--- src/rtl/rate_counter.sv ---
// Rate-selectable enable generator driving an up/down modulo counter with load,
// pause and a registered wrap pulse. Tick period is R(Speed)+1 ClockIn cycles.
module rate_counter #(
   parameter int CLK_HZ  = 500,
   parameter int COUNT_W = 4,
   parameter int DIV_W   = 11
) (
   input  logic               ClockIn,
   input  logic               Reset,
   input  logic [1:0]         Speed,
   input  logic               Pause,
   input  logic               Up,
   input  logic               Load,
   input  logic [COUNT_W-1:0] LoadValue,
   input  logic [COUNT_W-1:0] MaxValue,
   output logic               Tick,
   output logic [COUNT_W-1:0] CounterValue,
   output logic               Wrap
);

   localparam logic [DIV_W-1:0] RELOAD_1HZ  = DIV_W'(CLK_HZ - 1);
   localparam logic [DIV_W-1:0] RELOAD_HALF = DIV_W'(2 * CLK_HZ - 1);
   localparam logic [DIV_W-1:0] RELOAD_QTR  = DIV_W'(4 * CLK_HZ - 1);

   logic [DIV_W-1:0] divider;
   logic [DIV_W-1:0] reload;
   logic [1:0]       speed_q;

   always_comb begin
      reload = '0;
      case (Speed)
         2'b00:   reload = '0;
         2'b01:   reload = RELOAD_1HZ;
         2'b10:   reload = RELOAD_HALF;
         default: reload = RELOAD_QTR;
      endcase
   end

   // A speed change masks Tick for that cycle so the old period cannot leak a pulse.
   assign Tick = (divider == '0) & ~Pause & (Speed == speed_q);

   always_ff @(posedge ClockIn or posedge Reset) begin
      if (Reset) begin
         divider <= '0;
         speed_q <= 2'b00;
      end else if (Speed != speed_q) begin
         divider <= reload;
         speed_q <= Speed;
      end else if (Load) begin
         divider <= reload;
      end else if (!Pause) begin
         if (divider == '0)
            divider <= reload;
         else
            divider <= divider - DIV_W'(1);
      end
   end

   // Load outranks a coincident Tick; out-of-range counts snap back on the next Tick.
   always_ff @(posedge ClockIn or posedge Reset) begin
      if (Reset) begin
         CounterValue <= '0;
         Wrap         <= 1'b0;
      end else if (Load) begin
         CounterValue <= LoadValue;
         Wrap         <= 1'b0;
      end else if (Tick && Up) begin
         if (CounterValue >= MaxValue) begin
            CounterValue <= '0;
            Wrap         <= 1'b1;
         end else begin
            CounterValue <= CounterValue + COUNT_W'(1);
            Wrap         <= 1'b0;
         end
      end else if (Tick) begin
         if (CounterValue == '0) begin
            CounterValue <= MaxValue;
            Wrap         <= 1'b1;
         end else if (CounterValue > MaxValue) begin
            CounterValue <= MaxValue;
            Wrap         <= 1'b0;
         end else begin
            CounterValue <= CounterValue - COUNT_W'(1);
            Wrap         <= 1'b0;
         end
      end else begin
         Wrap <= 1'b0;
      end
   end

endmodule
--- config.mk ---
export PLATFORM = sky130hd
export DESIGN_NAME = rate_counter
export DESIGN_NICKNAME = d
export VERILOG_FILES = /design/src/rtl/rate_counter.sv
export SDC_FILE = /design/constraint.sdc
export NUM_CORES = 1
export LEC_CHECK = 0
export ABC_AREA = 1
export ABC_CLOCK_PERIOD_IN_PS = 1400
export BUFFER_PORTS_ARGS = -buffer_cell sky130_fd_sc_hd__buf_2
export CAP_MARGIN = 40
export CORE_AREA = 2 2 59 61
export DETAILED_ROUTE_END_ITERATION = 12
export DIE_AREA = 0 0 61 63
export PLACE_DENSITY_LB_ADDON = 0.3
export SLEW_MARGIN = 20
export SYNTH_ARGS = -nofsm -noshare
export SYNTH_HDL_FRONTEND = slang
export SYNTH_SLANG_ARGS = --single-unit
--- constraint.sdc ---
create_clock -name ClockIn -period 1.4 [get_ports ClockIn]
set_input_delay 0.07 -clock ClockIn [delete_from_list [all_inputs] [get_ports ClockIn]]
set_output_delay 0.07 -clock ClockIn [all_outputs]
set_load 0.005 [all_outputs]
# Word level (Yosys, flattened, before mapping)
# Index checks and enable logic that the tools add are counted.
# totals
reg_bits	18
latchBits	0
ram_bits	0
rom_bits	0
input_bits	15
word_cells	38
n_memories	0
# classes
addsub	3
mul	0
div_mod_pow	0
magnitude_cmp	2
eq_ne	5
n_shift	0
mux	16
bitwise_logic	3
reduce_logical	5
# op_table
cell	count
11-bit two-way mux	4
11-bit case mux with 3 select lines	1
4-bit two-way mux	6
11-bit zero test	1
11-bit by 1-bit subtractor with 11-bit output (second input constant)	1
1-bit two-way mux	5
4-bit by 1-bit adder with 4-bit output (second input constant)	1
4-bit greater-or-equal comparator	1
4-bit > comparator	1
4-bit zero test	1
4-bit by 1-bit subtractor with 4-bit output (second input constant)	1
3-bit by 1-bit != test with 1-bit output (second input constant)	1
3-bit nonzero test	1
1-bit bitwise AND	2
2-bit by 1-bit equality test with 1-bit output (second input constant)	1
2-bit equality test	1
2-bit equality test (second input constant)	1
2-bit zero test	1
2-bit != test	1
1-bit logical AND	1
1-bit inverter	1

# Depth between registers and ports, before layout
# depth
depth_word	6
ltp_mapped	14

# Least setup slack after synthesis
# Ideal clock, no wire load.
# synth_path
path_type	register to register
from	register CounterValue[0]
to	register CounterValue[0]
arrival_time_ps	1386
required_ps	1284
slack_ps	-103
stages_incl_launch_ff	15
period_less_slack_ps	1503
cell_sequence	dfrtp_1 > inv_1 > ha_1 > inv_1 > nand2_1 > nand2_1 > nand2_1 > nand2_1 > nand2_1 > nand2_1 > nand2_1 > nand3_1 > nand3_1 > nand2_1 > nand2_1
# synth_via
elab_chain_cells	6
word_cells_on_any_way	11
classes_between	add/sub: 2; order compare: 2; mux: 6; reduce/logical: 1
# synth_rtl
element	line_no	source
from (decl)	17	output logic [COUNT_W-1:0] CounterValue,
from (signal assigned)	65	CounterValue <= LoadValue;
from (signal assigned)	72	CounterValue <= CounterValue + COUNT_W'(1);
from (signal assigned)	77	CounterValue <= MaxValue;
4-bit by 1-bit subtractor with 4-bit output / 4-bit > comparator (equally long branches)	83, 79	
4-bit two-way mux	79	end else if (CounterValue > MaxValue) begin
4-bit two-way mux	76	if (CounterValue == '0) begin
4-bit two-way mux	75	end else if (Tick) begin
4-bit two-way mux (*)	67	end else if (Tick && Up) begin
4-bit two-way mux (*)	64	end else if (Load) begin
# Mark *: on every way between the ends. The rest lies on a longest branch, timed or not. The select of a mux whose other input is x is not followed.
# A chain may end at the register's enable or synchronous reset.

# Final worst setup path
# layout_path
from	register CounterValue[3]
to	register CounterValue[3]
# Same word-level chain as after synthesis.

==> run summary <==
Status - finished, violations left
Failing checks - negative setup slack
Worst hold endpoint - CounterValue[2]
Total CTS buffers - 3
Max Freq - 622 MHz
Total nets after synthesis - 253
All-Layer GR Usage - 24.7%
Avg Cell Area, Syn - 6.82 µm²
Worst hold slack - 0.0605 ns
Critical path class - register to register
Buffers on Ports - 20
Worst hold stages - 4
Antenna diodes - 0
Cell Rows - 21
PD cells - 876 nW/µm²
Detailed Place HPWL - 2870 µm
Final setup violating endpoints - 17
Critical Path AT - 1.82 ns
Share of cells above drive strength 1 - 46.4%
Crit-path cells - ha_4, nand2_2, inv_2, nand2_2, nand2_4, nand2_4, nand2_4, nand2_2, nand3_2, nand3_2, nand2_1, nand2_1
Slew headroom - 82.4%
Critical path data required time - 1.61 ns
Average wire per standard cell - 14.4 µm
Type of the most critical hold path - primary input to register
Final Cell Area - 2360 µm²
Reg2reg path depth - 12
Setup_tns - -2.45 ns
Clock Tree Root - clkbuf_4
CTS H-tree lvls - 1
Static Leak - 1.21 nW
Skew-Pair Late Insertion Delay - 0.32 ns
Hold Path Origin - Load
Flop2flop setup slack - -0.21 ns
Synthesized-area fraction occupied by and/or/nand/nor cells - 37.3%
Area of the die - 3840 µm²
GP Congestion - 0.912
Filler cells - 245
Die extent in x - 61 µm
CP Max Fanout - 5
Area Overhead vs Synth - 53.5%
# clock sinks - 18
Crit end category - register
Crit-path slowest cell - dfrtp_1
CORE AREA - 3230 µm²
Post-Syn Area - 1540 µm²
Residual DRC - 0
Worst Skew - 0.00230 ns
Final worst setup slack - -0.207 ns
Compound-Gate Fraction of Synth Area - 10.6%
R2R Path Start - CounterValue[3]
Ys Warns - 0
Synth cell types - 28
Post-DR vias/cell - 5.24
Die height - 63 µm
Initial Util - 47.7%
Vias in the first global route - 1,641
Reg2reg end - CounterValue[3]
IO Pins - 21
Largest stage delay on the critical path - 0.44 ns
Remaining antenna violation count - 0
1st-pass router iterations - 4
Min Tclk post-route - 1.61 ns
Final #Nets - 323
Bufs on Longest Clock Path - 2
Pin count of the biggest net entering global routing - 19
Initial DRC Count - 105
Post-Synth XOR/XNOR Area - 1.71%
Max-cap violation count - 0
Mux contribution to synthesized area - 0%
Placement Setup Slack - -0.213 ns
Period utilisation layout - 115%
Synthesis-stage register bit count - 18
Routed wire length - 4900 µm
RSZ-0062 raised after global routing - true
Worst Max-Slew Pin Slew - 0.265 ns
Worst setup SP type - register
Via count - 1,786
Slew Limit Fails - 0
First-pass GRT wire length - 7200 µm
Peak VDD IR - 0.532 mV
Fin. Hold Viols - 0
Initial antenna violation count - 0
Adder-Cell Fraction of Synth Area - 9.75%
TritonCTS clock tree - built
Cells after Synth - 226
Placed Area - 1950 µm²
GR Overflow Total - 0
Main combinational cell family by area after synthesis - simple AND/OR/NAND/NOR gates
Seq/Total Area, Yosys - 29.2%
Worst-path clk slew - 0.11 ns
## metal layers
metal	up-vias	GRT usage, %	share of wire [%]
li1	866	-	-
met1	836	30.8	40
met2	65	41.7	53
met3	19	3.31	4.3
met4	0	9.51	3.6
met5	-	0	0
## cell type report
cell class / instances / area [µm²] / share of cell area, %
inverters: 37 / 139 / 5.88
repair buffers: 70 / 519 / 22.0
multi-input cells: 166 / 1160 / 49.1
clock buffers: 4 / 36.3 / 1.54
flip-flops and latches: 18 / 452 / 19.1
well taps: 46 / 57.6 / 2.44
## what timing repair did
action,CTS,global route
buffers inserted,8,4
hold buffers,3,0
hold endpoints to repair,20,0
resized for setup,32,36
pin swaps,15,27
setup endpoints to repair,17,17
## worst max-delay path, delay by kind of cell (launching register included)
kind / cells / cell delay [ns]
buffers and inverters: 1 / 0.07
adders and majority gates: 1 / 0.30
DFF: 1 / 0.44
and+or+nand+nor: 10 / 0.68
## worst max path at each step
| stage | startpoint | endpoint | slack [ns] | cells after the start |
|---|---|---|---|---|
| after global placement | speed_q[1] | divider[4] | -0.21 | 9 |
| after global routing | CounterValue[1] | CounterValue[1] | -0.31 | 12 |
| after detailed placement | speed_q[1] | divider[4] | -0.21 | 9 |
| after floorplan | CounterValue[1] | CounterValue[0] | -0.06 | 11 |
| after CTS | divider[0] | Tick | -0.18 | 8 |
| final | CounterValue[3] | CounterValue[3] | -0.21 | 12 |
## sequential cells by signal, summed over array words and instances, names as in the netlist
register	flops
divider	11
CounterValue	4
Wrap	1
speed_q	2
## cell families after synthesis
kind of cell | after synthesis
AOI/OAI and AO/OA | 28
xor gates and xnor gates | 3
adders and majority gates | 12
buffers and inverters | 42
DFF | 18
and+or+nand+nor | 123
## power breakdown
group / total, mW / leakage [nW] / switching, mW / internal, mW
logic: 1.08 / 0.981 / 0.600 / 0.485
clock network: 0.347 / 0.0210 / 0.188 / 0.159
registers: 0.637 / 0.208 / 0.0514 / 0.586
total: 2.07 / 1.21 / 0.839 / 1.23
## synth_stat cells
cell type  instances  area (µm²)
a21oi_1            7        35.0
a21oi_4            1        16.3
a31oi_1            2        12.5
buf_2              2        10.0
buf_6              2        22.5
clkbuf_1           1        3.75
dfrtp_1           18         450
ha_1              12         150
inv_1             35         131
inv_2              2        7.51
nand2_1           55         206
nand2_2            2        12.5
nand2_4            1        11.3
nand3_1           24         120
nand3_2            2        20.0
nand4_1            7        43.8
nor2_1            25        93.8
nor2_2             2        12.5
nor2_4             2        22.5
nor2_8             1        20.0
nor3_1             1        5.00
o2111ai_1          1        8.76
o21ai_0            7        35.0
o21ai_1            8        40.0
o21ai_2            1        8.76
o31ai_1            1        7.51
or2_2              1        6.26
xor2_1             3        26.3
## cells in the final DEF, fill, tap and decap left out, types with 2 or more instances in the layout
cell and count:
nand2_1 39, buf_4 39, inv_1 29, nor2_1 19
buf_2 19, dfrtp_1 17, nand2_2 15, nand3_1 15
o21ai_1 14, nand3_2 10, buf_6 9, inv_2 8
nand4_1 7, ha_1 7, nor2_4 5, nor2_2 5
ha_4 5, nand2_4 4, a21oi_2 4, xor2_1 3
clkbuf_4 3, dlygate4sd3_1 3, a21oi_4 2, a21oi_1 2
a31oi_1 2
## stage by stage
step | utilization [%] | total power [mW] | std cells
after floorplan | - | 1.12 | 226
after global placement | 60.4 | 1.41 | 322
after detailed placement | 60.4 | 1.42 | 322
after CTS | 68.3 | 1.90 | 337
after global routing | 73.1 | 2.21 | 341
final | 73.1 | 2.07 | 341
Note: power is estimated with default switching activity, not from simulation.
